--- src/rtl/fetch_unit.sv ---
// Instruction fetch stage: owns the PC, issues imem requests under a credit
// limit, buffers in-order responses with their PCs and flushes on redirect.
module fetch_unit #(
    parameter logic [31:0] RESET_PC = 32'h0000_0000,
    parameter int unsigned DEPTH    = 2
) (
    input  logic        clk,
    input  logic        rst_n,
    output logic        imem_req_valid,
    input  logic        imem_req_ready,
    output logic [31:0] imem_req_addr,
    input  logic        imem_rsp_valid,
    input  logic [31:0] imem_rsp_data,
    input  logic        redirect_valid,
    input  logic [31:0] redirect_pc,
    output logic        instr_valid,
    input  logic        instr_ready,
    output logic [31:0] instr,
    output logic [31:0] instr_pc
);

    localparam int AW = (DEPTH > 1) ? $clog2(DEPTH) : 1;
    localparam int CW = AW + 1;
    localparam int SW = CW + 2;

    logic [31:0]   pc;
    logic [31:0]   rsp_pc;
    logic [CW-1:0] outstanding;
    logic [CW-1:0] drop_cnt;
    logic [CW-1:0] fifo_count;
    logic [AW-1:0] wr_ptr;
    logic [AW-1:0] rd_ptr;
    logic [31:0]   fifo_instr [DEPTH];
    logic [31:0]   fifo_pc    [DEPTH];

    logic [SW-1:0] credit_used;
    logic          credit_ok;
    logic          req_fire;
    logic          pop;
    logic          rsp_drop;
    logic          rsp_keep;
    logic          rsp_error;
    logic          push;
    logic [31:0]   redirect_target;

    logic [CW-1:0] outstanding_nxt;
    logic [CW-1:0] drop_cnt_nxt;
    logic [CW-1:0] drop_cnt_redir;
    logic [CW-1:0] fifo_count_nxt;

    // Every accepted request reserves a FIFO slot until it is consumed or dropped.
    assign credit_used = SW'(outstanding) + SW'(fifo_count) + SW'(drop_cnt);
    assign credit_ok   = credit_used < SW'(DEPTH);

    assign imem_req_valid = rst_n & ~redirect_valid & credit_ok;
    assign imem_req_addr  = pc;
    assign req_fire       = imem_req_valid & imem_req_ready;

    assign instr_valid = rst_n & ~redirect_valid & (fifo_count != '0);
    assign instr       = fifo_instr[rd_ptr];
    assign instr_pc    = fifo_pc[rd_ptr];
    assign pop         = instr_valid & instr_ready;

    assign rsp_drop  = imem_rsp_valid & (drop_cnt != '0);
    assign rsp_keep  = imem_rsp_valid & (drop_cnt == '0) & (outstanding != '0);
    assign rsp_error = imem_rsp_valid & (drop_cnt == '0) & (outstanding == '0);
    assign push      = rsp_keep & ~redirect_valid;

    assign redirect_target = redirect_pc & ~32'd3;

    always_comb begin
        outstanding_nxt = outstanding;
        drop_cnt_nxt    = drop_cnt;
        drop_cnt_redir  = drop_cnt + outstanding;
        fifo_count_nxt  = fifo_count;
        if (req_fire) begin
            outstanding_nxt = outstanding_nxt + CW'(1);
        end
        if (rsp_keep) begin
            outstanding_nxt = outstanding_nxt - CW'(1);
        end
        if (rsp_drop) begin
            drop_cnt_nxt = drop_cnt - CW'(1);
        end
        // The response landing in a redirect cycle is stale either way.
        if (rsp_drop | rsp_keep) begin
            drop_cnt_redir = drop_cnt_redir - CW'(1);
        end
        if (push) begin
            fifo_count_nxt = fifo_count_nxt + CW'(1);
        end
        if (pop) begin
            fifo_count_nxt = fifo_count_nxt - CW'(1);
        end
    end

    always_ff @(posedge clk) begin
        if (!rst_n) begin
            pc          <= RESET_PC;
            rsp_pc      <= RESET_PC;
            outstanding <= '0;
            drop_cnt    <= '0;
            fifo_count  <= '0;
            wr_ptr      <= '0;
            rd_ptr      <= '0;
        end else if (redirect_valid) begin
            pc          <= redirect_target;
            rsp_pc      <= redirect_target;
            outstanding <= '0;
            drop_cnt    <= drop_cnt_redir;
            fifo_count  <= '0;
            wr_ptr      <= '0;
            rd_ptr      <= '0;
        end else begin
            outstanding <= outstanding_nxt;
            drop_cnt    <= drop_cnt_nxt;
            fifo_count  <= fifo_count_nxt;
            if (req_fire) begin
                pc <= pc + 32'd4;
            end
            if (push) begin
                rsp_pc <= rsp_pc + 32'd4;
                wr_ptr <= wr_ptr + AW'(1);
            end
            if (pop) begin
                rd_ptr <= rd_ptr + AW'(1);
            end
        end
    end

    always_ff @(posedge clk) begin
        if (push) begin
            fifo_instr[wr_ptr] <= imem_rsp_data;
            fifo_pc[wr_ptr]    <= rsp_pc;
        end
    end

    // A response with nothing in flight means the memory broke the protocol.
    always_ff @(posedge clk) begin
        if (rst_n) begin
            assert (!rsp_error);
        end
    end

endmodule

--- config.mk ---
export PLATFORM = sky130hd
export DESIGN_NAME = fetch_unit
export DESIGN_NICKNAME = d
export VERILOG_FILES = /design/src/rtl/fetch_unit.sv
export SDC_FILE = /design/constraint.sdc
export NUM_CORES = 1
export LEC_CHECK = 0
export ABC_AREA = 1
export BUFFER_PORTS_ARGS = -buffer_cell sky130_fd_sc_hd__buf_2
export CAP_MARGIN = 20
export CORE_MARGIN = 4
export CORE_UTILIZATION = 50
export CTS_CLUSTER_SIZE = 24
export DETAILED_ROUTE_END_ITERATION = 8
export PLACE_DENSITY_LB_ADDON = 0.3
export SLEW_MARGIN = 0
export SYNTH_ARGS = -nofsm -noshare
export SYNTH_HDL_FRONTEND = slang
export SYNTH_SLANG_ARGS = --single-unit
--- constraint.sdc ---
create_clock -name clk -period 7.4 [get_ports clk]
set_clock_uncertainty 0.15 [all_clocks]
set_input_delay 0.74 -clock clk [delete_from_list [all_inputs] [get_ports clk]]
set_output_delay 0.74 -clock clk [all_outputs]
set_load 0.005 [all_outputs]
==> results of run 1 <==
==> cell usage after synthesis (all sizes together) <==
cell type  count  area, um^2
nor3           1       5.000
nand4          2       12.51
a21oi         55       316.6
fa             1       20.02
nand3         60       322.8
dfxtp         69        1381
inv          115       441.7
nor3b          1       12.51
nand3b         1       7.510
edfxtp       124        3724
xor2          20       175.2
clkbuf         9       33.78
o21bai         3       22.52
mux2          62       698.2
nand2        284        1120
a31oi         10       62.56
or2            1       6.260
o21a           1       7.510
buf           21       148.9
o21ai         46       267.8
conb           1       3.750
a21o           1       7.510
ha             8       100.1
nor2         109       541.8
==> per-layer routing <==
layer | GRT usage [%] | up-vias | routed length [um]
met1 | 28.99 | 3364 | 9941
li1 | - | 3617 | -
met5 | 0 | - | 0
met3 | 3.862 | 24 | 1332
met2 | 32.79 | 223 | 9852
met4 | 5.983 | 0 | 297
==> state kept, by name, summed over array words and instances, names as in the netlist, named ones only <==
register       flops
fifo_instr        64
imem_req_addr     30
wr_ptr             1
fifo_pc           60
rd_ptr             1
fifo_count         2
rsp_pc            30
outstanding        2
drop_cnt           2
==> worst paths after layout <==
path / end / slack, ns / cells past startpoint
min reg2reg: fifo_pc[1][31] / 0.35 / 0
max: fifo_pc[0][26] / 4.18 / 8
max reg2reg: fifo_pc[0][26] / 4.18 / 8
min: fifo_instr[0][8] / 0.34 / 1
==> worst reg2reg max path, cell delays in order (launching register included) <==
cell	delay [ns]
dfxtp_1	0.37
inv_1	0.08
ha_1	0.21
nor2_2	0.14
nand2_2	0.13
nor2_4	0.56
inv_2	0.23
nor2_4	0.29
buf_4	0.64
==> stage by stage <==
stage | power, mW | utilization (%) | hold WS [ns] | std cells
3_5_place_dp | 1.387 | 56.96 | 0.3337 | 1372
6_report | 2.283 | 60.19 | 0.3362 | 1404
2_1_floorplan | 1.324 | - | 0.2978 | 1008
3_3_place_gp | 1.381 | 56.96 | 0.3260 | 1372
5_1_grt | 2.369 | 60.19 | 0.3257 | 1404
4_1_cts | 2.294 | 60.19 | 0.3272 | 1404
==> logic make-up after synthesis <==
group / Yosys count / synth area share, %
compound gates: 116 / 7.251
simple gates: 459 / 21.49
xor+xnor: 20 / 1.856
fa+ha+maj: 9 / 1.273
mux: 62 / 7.397
buf+inv: 145 / 6.615
flops: 193 / 54.08
other cells: 1 / 0.03973
==> final cells by class <==
class / instances / area (um^2) / area share (%)
flip-flops and latches: 193 / 5106 / 46.43
multi-input cells: 670 / 3736 / 33.97
repair buffers: 165 / 835.8 / 7.600
inverters: 115 / 441.7 / 4.016
clock buffers: 17 / 425.4 / 3.868
well taps: 229 / 286.5 / 2.606
clock inverters: 15 / 165.2 / 1.502
==> power by group through the flow <==
stage               logic [mW]  registers (mW)  clock network (mW)
floorplan                0.107            1.22                   0
global placement         0.155            1.23                   0
detailed placement       0.160            1.23                   0
CTS                      0.161            1.20               0.931
global route             0.184            1.21               0.978
finish                   0.161            1.20               0.919
==> qor.csv, run 1 <==
metric;value;unit
die_h;145.4;um
portBuffers;161;
worst_pin_slew;0.8265;ns
grt_max_degree;63;
ioPinCount;168;
routed_wl;21420;um
post-cts-setup-buffers;0;
min_from;imem_rsp_data[8];
ctsResizeCount;0;
startpoint;outstanding[0];
grt_pass1_vias;6921;
drtIter0Drc;487;
synthCells;1005;
status;completed;
drtPass1Iterations;5;
path_common_cell;nor2_4;
ant_nets;0;
p_comb_share;7.1;%
ir_drop;0.1668;mV
synth-seq-cells;193;
slowest_stage;buf_4;
num_vias;7228;
slew_viol_final;0;
power_density;207.6;nW/um^2
worstPathArrival;3.13;ns
final_nets;1241;
routedWlPerCell;15.26;um
finalInstanceArea;11000;um^2
path_cells;inv_1 > ha_1 > nor2_2 > nand2_2 > nor2_4 > inv_2 > nor2_4 > buf_4;
area_growth;16.50;%
critical_path_buf_inv_count;3;
cts-root-buf;clkbuf_16;
crit-reg2reg-launch;outstanding[0];
clk_latency;0.44;ns
final_common_cell;nand2_1;
clk_pin_slew;0.07;ns
critical_path.max_fanout;55;
tns;0;ns
power.leakage;4.406;nW
fp.coreArea;18270;um^2
ys_warn_count;0;
ctsHoldBuffers;0;
setup_violations;0;
required;7.32;ns
power_switching;570.3;uW
setup_slack;4.183;ns
die_w;145.4;um
fillers;1575;
hold_violations;0;
clkPwrFrac;40.3;%
cp_slowest_stage_delay;0.64;ns
cp_top_family;simple AND/OR/NAND/NOR gates;
diodes;0;
rows;49;
min_path_type;in -> reg;
antenna_found_initial;0;
intPower;1.713;mW
period_share;43.48;%
layout_common_cells;nand2_1, buf_2, edfxtp_1;
max-cap-violations;0;
cts_buffer_depth;2;
rsz0062_at_grt;no;
grt_pass1_wl;35130;um
grt-ovfl-total;0;
yosysUniqueCellTypes;40;
start_util;51.66;%
syn_area_per_cell;9.392;um^2
drc;0;
max_clock_freq;310.8;MHz
cp-end-kind;flip-flop;
seq_power_share;52.7;%
clkSinkCount;193;
synth_area;9439;um^2
grt_usage;20.60;%
cts_tree;done;
cts.htree.levels;4;
yosysSeqAreaShare;54.08;%
dp_hpwl;15190;um
critPathLaunchType;flip-flop;
placed_area;10410;um^2
fin_crit;3.217;ns
gp_congestion;0.8883;
dieArea;21140;um^2
cts-buffers-inserted;17;
p_sw_share;24.98;%
drive_above_1_share;28.34;%
relSlewSlack;44.90;%
viasPerCell;5.148;
dp_slack;3.854;ns
path_class;reg -> reg;
Power figures use the tool's default switching activity.
==> run 2: changes to the inputs <==
==> constraint.sdc (replaced) <==
create_clock -name clk -period 3.32 [get_ports clk]
set_clock_uncertainty 0.15 [all_clocks]
set_input_delay 0.332 -clock clk [delete_from_list [all_inputs] [get_ports clk]]
set_output_delay 0.332 -clock clk [all_outputs]
set_load 0.005 [all_outputs]
==> run 2 against run 1 <==
  * Setup slack worse by 3.5 ns
  * Die area is the same
  * Clock power is 130% higher
  * Largest power group unchanged
==> qor.csv, run 2 (same netlist as run 1, synthesis figures left out) <==
metric;value;unit;change
critical_path_buf_inv_count;3;;unchanged
ioPinCount;168;;unchanged
cts-root-buf;clkbuf_16;;
rows;49;;unchanged
status;completed;;
grt-ovfl-total;0;;unchanged
routed_wl;22390;um;+4.5%
die_h;145.4;um;unchanged
routedWlPerCell;15.56;um;+1.9%
largest_reg_flops;64;;unchanged
required;3.47;ns;-3.85 ns
viasPerCell;5.145;;about the same
path_cells;inv_1 > fa_1 > inv_1 > ha_1 > nor2_1 > nand3_4 > nand2_4 > inv_2 > nand2_1 > nand2_1 > a21oi_1 > nor2_1;;
num_vias;7403;;+2.4%
path_class;reg -> reg;;
portBuffers;161;;unchanged
max-cap-violations;0;;unchanged
slowest_stage;fa_1;;
drive_above_1_share;27.77;%;-0.57 points
power_density;457.2;nW/um^2;+120%
worst_pin_slew;0.7859;ns;-0.04059 ns
setup_slack;0.6412;ns;-3.542 ns
final_common_cell;nand2_1;;
ant_nets;0;;unchanged
fin_crit;2.679;ns;-0.5385 ns
top_register;fifo_instr;;
reg.largest.list;fifo_instr: 64 flops, fifo_pc: 60 flops;;
dp_hpwl;15450;um;+1.7%
ctsResizeCount;0;;unchanged
drc;0;;unchanged
gp_congestion;0.8800;;-0.93%
clk_pin_slew;0.07;ns;about the same
power;5.218;mW;+130%
min_path_type;in -> reg;;
antenna_found_initial;0;;unchanged
cp_top_family;adder cells;;
grt_max_degree;64;;+1.6%
slew_viol_final;0;;unchanged
power.leakage;4.564;nW;+3.6%
fp.coreArea;18270;um^2;unchanged
clk_latency;0.43;ns;about the same
critical_path.max_fanout;21;;-62%
hold_slack;0.08104;ns;-0.2552 ns
finalInstanceArea;11410;um^2;+3.8%
cp-end-kind;flip-flop;;
start_util;51.66;%;unchanged
diodes;0;;unchanged
grt_usage;21.22;%;+0.63 points
placed_area;10470;um^2;+0.58%
fillers;1541;;-2.2%
critPathLaunchType;flip-flop;;
period_share;80.69;%;+37 points
die_w;145.4;um;unchanged
drtIter0Drc;512;;+5.1%
cts-buffers-inserted;17;;unchanged
final_nets;1276;;+2.8%
rsz0062_at_grt;no;;
layout_common_cells;nand2_1, buf_2, edfxtp_1;;
setup_violations;0;;unchanged
cts_buffer_depth;2;;unchanged
clkSinkCount;193;;unchanged
drtPass1Iterations;5;;unchanged
hold_violations;0;;unchanged
max_clock_freq;373.3;MHz;+20%
dp_slack;0.6367;ns;-3.217 ns
area_growth;20.90;%;
grt_pass1_wl;36470;um;+3.8%
worstPathArrival;2.83;ns;-0.30 ns
relSlewSlack;47.61;%;+2.7 points
dieArea;21140;um^2;unchanged
cts_tree;done;;
cts.htree.levels;4;;unchanged
cp_slowest_stage_delay;0.53;ns;-0.11 ns
grt_pass1_vias;7221;;+4.3%
tns;0;ns;unchanged
ir_drop;0.3207;mV;+92%
==> run 2: cell types whose count changed in the layout (fill, tap and decap cells not counted), sizes merged <==
cell and change:
inv -4, bufinv +2, clkbuf +1, clkinvlp +4
clkinv -3, buf +3, dlygate4sd3 +32
==> run 2: repair_timing <==
item / CTS / global route
endpoints found under the hold margin: 64 / 0
hold buffers: 32 / 0
setup buffers: 0 / 0
==> run 2: layout make-up <==
cell class	count	area [um^2]	share of cell area [%]
Clock buffer	18	429.2	3.761
Timing Repair Buffer	200	1216	10.66
Multi-Input combinational cell	670	3736	32.74
Tap cell	229	286.5	2.511
Clock inverter	14	196.4	1.721
Sequential cell	193	5106	44.74
Inverter	115	441.7	3.870
==> run 2: final timing paths <==
path                        from                end  slack [ns]  cells after the start
setup / recovery  outstanding[1]  imem_req_addr[12]        0.64                     12
hold / removal    redirect_pc[8]          rsp_pc[8]        0.08                      3
setup reg to reg  outstanding[1]  imem_req_addr[12]        0.64                     12
hold reg to reg      drop_cnt[1]        drop_cnt[1]        0.35                      2
==> run 2: worst min-delay path: cells and delay by family <==
| family | cells | cell delay (ns) |
|---|---|---|
| simple gates | 1 | 0.11 |
| compound gates | 1 | 0.08 |
| buf+inv | 1 | 0.09 |
==> run 2: per-stage QoR <==
step | util (%) | std cells
2_1_floorplan | - | 1008
3_3_place_gp | 57.29 | 1375
3_5_place_dp | 57.29 | 1375
4_1_cts | 62.46 | 1439
5_1_grt | 62.46 | 1439
6_report | 62.46 | 1439
==> run 2: where the power goes <==
group | internal, mW | total [mW] | switching (mW) | leakage, nW
sequential | 2.61 | 2.68 | 0.0757 | 1.70
clock | 1.21 | 2.14 | 0.932 | 0.292
combinational | 0.165 | 0.392 | 0.227 | 2.57
==> run 2: routing by layer <==
layer	vias up	wire (um)	global-route usage, %
met4	0	303	6.268
met3	29	1367	3.395
met5	-	0	0
met2	278	10510	34.70
met1	3413	10210	29.43
li1	3683	-	-
==> run 3: changes to the inputs <==
--- a/config.mk
+++ b/config.mk
@@ -5,7 +5,7 @@
 export SDC_FILE = /design/constraint.sdc
 export NUM_CORES = 1
 export LEC_CHECK = 0
-export ABC_AREA = 1
+export ABC_AREA = 0
 export BUFFER_PORTS_ARGS = -buffer_cell sky130_fd_sc_hd__buf_2
 export CAP_MARGIN = 20
 export CORE_MARGIN = 4
==> constraint.sdc (replaced) <==
create_clock -name clk -period 2.2 [get_ports clk]
set_clock_uncertainty 0.15 [all_clocks]
set_input_delay 0.22 -clock clk [delete_from_list [all_inputs] [get_ports clk]]
set_output_delay 0.22 -clock clk [all_outputs]
set_load 0.005 [all_outputs]
==> run 3 against run 2 <==
  * Sequential power increased by 55%
  * Global-route usage rose by 1.0 points
  * Cell count shrank 18%
  * The flow now finishes with violations (setup timing)
  * Clock power grew 44%
  * Critical path depth down 3
  * Combinational power grew to 3.3 times the previous value
==> qor.csv, run 3 <==
metric;value;unit;change
setup_slack;-0.3191;ns;-0.9603 ns
max_clock_freq;397.0;MHz;+6.3%
async_flop_share;0;%;unchanged
grt_usage;22.22;%;+1.0 points
final_nets;1022;;-20%
slew_viol_final;0;;unchanged
period_share;114.5;%;+34 points
rows;47;;-4.1%
routed_wl;22050;um;-1.5%
reg2reg_setup_slack;-0.32;ns;-0.96 ns
synth_xor_area_share;5.180;%;+3.3 points
synth-seq-cells;193;;unchanged
reg.largest.list;fifo_instr: 64 flops, fifo_pc: 60 flops;;
cts.htree.levels;4;;unchanged
antenna_found_initial;0;;unchanged
synth_simple_gate_area_share;12.42;%;-9.1 points
relSlewSlack;61.00;%;+13 points
largest_reg_flops;64;;unchanged
max-cap-violations;0;;unchanged
portBuffers;161;;unchanged
num_vias;6654;;-10%
synth_common_cells;edfxtp_1, dfxtp_1, mux2_2;;
synthCells;674;;-33%
synth_fa_ha_area_share;1.421;%;+0.15 points
drtIter0Drc;351;;-31%
critical_path.max_fanout;4;;-81%
worstPathArrival;2.68;ns;-0.15 ns
drc;0;;unchanged
cts_tree;done;;
finalNonFillerCells;1176;;-18%
diodes;0;;unchanged
grt_pass1_vias;6681;;-7.5%
cp-end-kind;flip-flop;;
synth_area_leaders;edfxtp_1, dfxtp_1, mux2_2, xor2_1, a21oi_1;;
placed_cells;1076;;-22%
die_h;138.0;um;-5.1%
yosysMostFrequentCell;edfxtp_1;;
fillers;1176;;-24%
grt-ovfl-total;0;;unchanged
ir_drop;0.5980;mV;+86%
dp_hpwl;14290;um;-7.5%
cts-root-buf;clkbuf_16;;
synth_edf_count;124;;unchanged
worst_pin_slew;0.5789;ns;-0.2070 ns
path_class;reg -> reg;;
synth_top_cell_area_share;44.04;%;+4.6 points
area_growth;34.51;%;
viasPerCell;5.658;;+10%
ioPinCount;168;;unchanged
fp.coreArea;16580;um^2;-9.2%
final_common_cell;buf_2;;
routedWlPerCell;18.75;um;+21%
synth_area;8454;um^2;-10%
violations;setup timing;;
grt_max_degree;63;;-1.6%
rsz0062_at_grt;yes;;
synth_top_family_by_area;simple AND/OR/NAND/NOR gates;;
min_path_cells;3;;unchanged
required;2.36;ns;-1.11 ns
ys_warn_count;0;;unchanged
drtPass1Iterations;5;;unchanged
synth_area_leader_cell;edfxtp_1;;
clk_pin_slew;0.08;ns;about the same
tns;-5.889;ns;-5.889 ns
status;finished with violations;;
ant_nets;0;;unchanged
r2r_cells;9;;-3
critPathLaunchType;flip-flop;;
start_util;50.98;%;-0.68 points
hold_slack;0.03533;ns;-0.04570 ns
clkSinkCount;193;;unchanged
yosys-mux-area-fraction;8.376;%;+0.98 points
die_w;138.0;um;-5.1%
min_path_type;in -> reg;;
yosysSeqAreaShare;60.38;%;+6.3 points
cts_buffer_depth;2;;unchanged
hold_end;imem_req_addr[15];;
syn_area_per_cell;12.54;um^2;+34%
setup_violations;34;;+34
gp_congestion;0.9010;;+2.4%
layout_common_cells;buf_2, edfxtp_1, dfxtp_1;;
fin_crit;2.519;ns;-0.1597 ns
power_density;749.9;nW/um^2;+64%
yosys_most_used_dff;edfxtp_1;;
clk_latency;0.43;ns;about the same
power.leakage;4.289;nW;-6.0%
r2r-end;imem_req_addr[11];;
dieArea;19050;um^2;-9.9%
power;8.528;mW;+63%
synth_compound_area_share;9.087;%;+1.8 points
hold_violations;0;;unchanged
crit-reg2reg-launch;drop_cnt[1];;
placed_area;9903;um^2;-5.4%
min_from;redirect_pc[15];;
top_register;fifo_instr;;
drive_above_1_share;39.85;%;+12 points
finalInstanceArea;11370;um^2;-0.35%
grt_pass1_wl;34460;um;-5.5%
yosysUniqueCellTypes;70;;+75%
cts-buffers-inserted;17;;unchanged
run 3: cell types whose count changed in the layout (fill, tap and decap cells not counted), sizes merged, moves of 10 or more:
cell,delta
xor2,+12
and2,+10
dlygate4sd3,+21
nor2,-80
a21oi,-11
nand4,+31
buf,+60
inv,-100
nand2,-243
xnor2,+18
nand3,-40
o21ai,-13
run 3: worst max-delay path by stage:
stage	startpoint	end	slack [ns]
2_1_floorplan	outstanding[1]	fifo_instr[0][0]	-0.85
3_3_place_gp	drop_cnt[1]	imem_req_addr[24]	-0.37
3_5_place_dp	drop_cnt[1]	imem_req_addr[24]	-0.46
4_1_cts	drop_cnt[1]	imem_req_valid	-0.23
5_1_grt	drop_cnt[1]	imem_req_addr[24]	-0.37
6_report	drop_cnt[1]	imem_req_addr[11]	-0.32
run 3: kinds of logic after synthesis:
group,count (synthesis)
buffers and inverters,51
AND/OR/NAND/NOR,178
AO/OA/AOI/OAI,129
XOR/XNOR,50
adder cells (fa/ha/maj),9
flip-flops,193
other,1
multiplexers,63
run 3: final cells by class:
| class | count | area [um^2] | area share (%) |
|---|---|---|---|
| clock buffers | 17 | 425.4 | 3.741 |
| clock inverters | 15 | 168.9 | 1.485 |
| flip-flops and latches | 193 | 5110 | 44.93 |
| well taps | 220 | 275.3 | 2.420 |
| repair buffers | 282 | 1998 | 17.57 |
| inverters | 15 | 56.30 | 0.4951 |
| multi-input cells | 434 | 3338 | 29.35 |
run 3: metrics by stage:
stage / worst slack [ns] / utilization [%]
2_1_floorplan: -0.8545 / -
3_3_place_gp: -0.3725 / 59.72
3_5_place_dp: -0.4649 / 59.72
4_1_cts: -0.2288 / 67.29
5_1_grt: -0.3701 / 68.58
6_report: -0.3191 / 68.58
run 3: worst max-delay path, cell delays in order (launching register included):
cell and delay, ns:
dfxtp_2 0.34, inv_2 0.04, fa_1 0.55, inv_2 0.05
ha_4 0.23, and4bb_4 0.34, nand4_1 0.15, buf_4 0.22
o211ai_1 0.20, a31oi_1 0.12
run 3: per-layer routing:
| layer | GRT usage [%] | routed length [um] | vias to the layer above |
|---|---|---|---|
| met4 | 8.268 | 583 | 0 |
| li1 | - | - | 3083 |
| met3 | 5.041 | 1689 | 50 |
| met1 | 29.73 | 9145 | 3204 |
| met2 | 35.71 | 10630 | 317 |
| met5 | 0 | 0 | - |
run 3: timing repair:
| action | 4_1_cts | 5_1_grt |
|---|---|---|
| setup endpoints to repair | 63 | 67 |
| hold endpoints to repair | 94 | 0 |
| cloned | 2 | 1 |
| hold buffers | 53 | 0 |
| pin swaps | 7 | 14 |
| gates resized for setup | 11 | 31 |
| buffers inserted | 4 | 10 |
run 3: power by group:
part	leakage (nW)	internal, mW	switching [mW]	total, mW
clock network	0.283	1.62	1.46	3.08
logic	2.31	0.668	0.633	1.30
registers	1.70	4.01	0.140	4.15
total	4.29	6.30	2.23	8.53
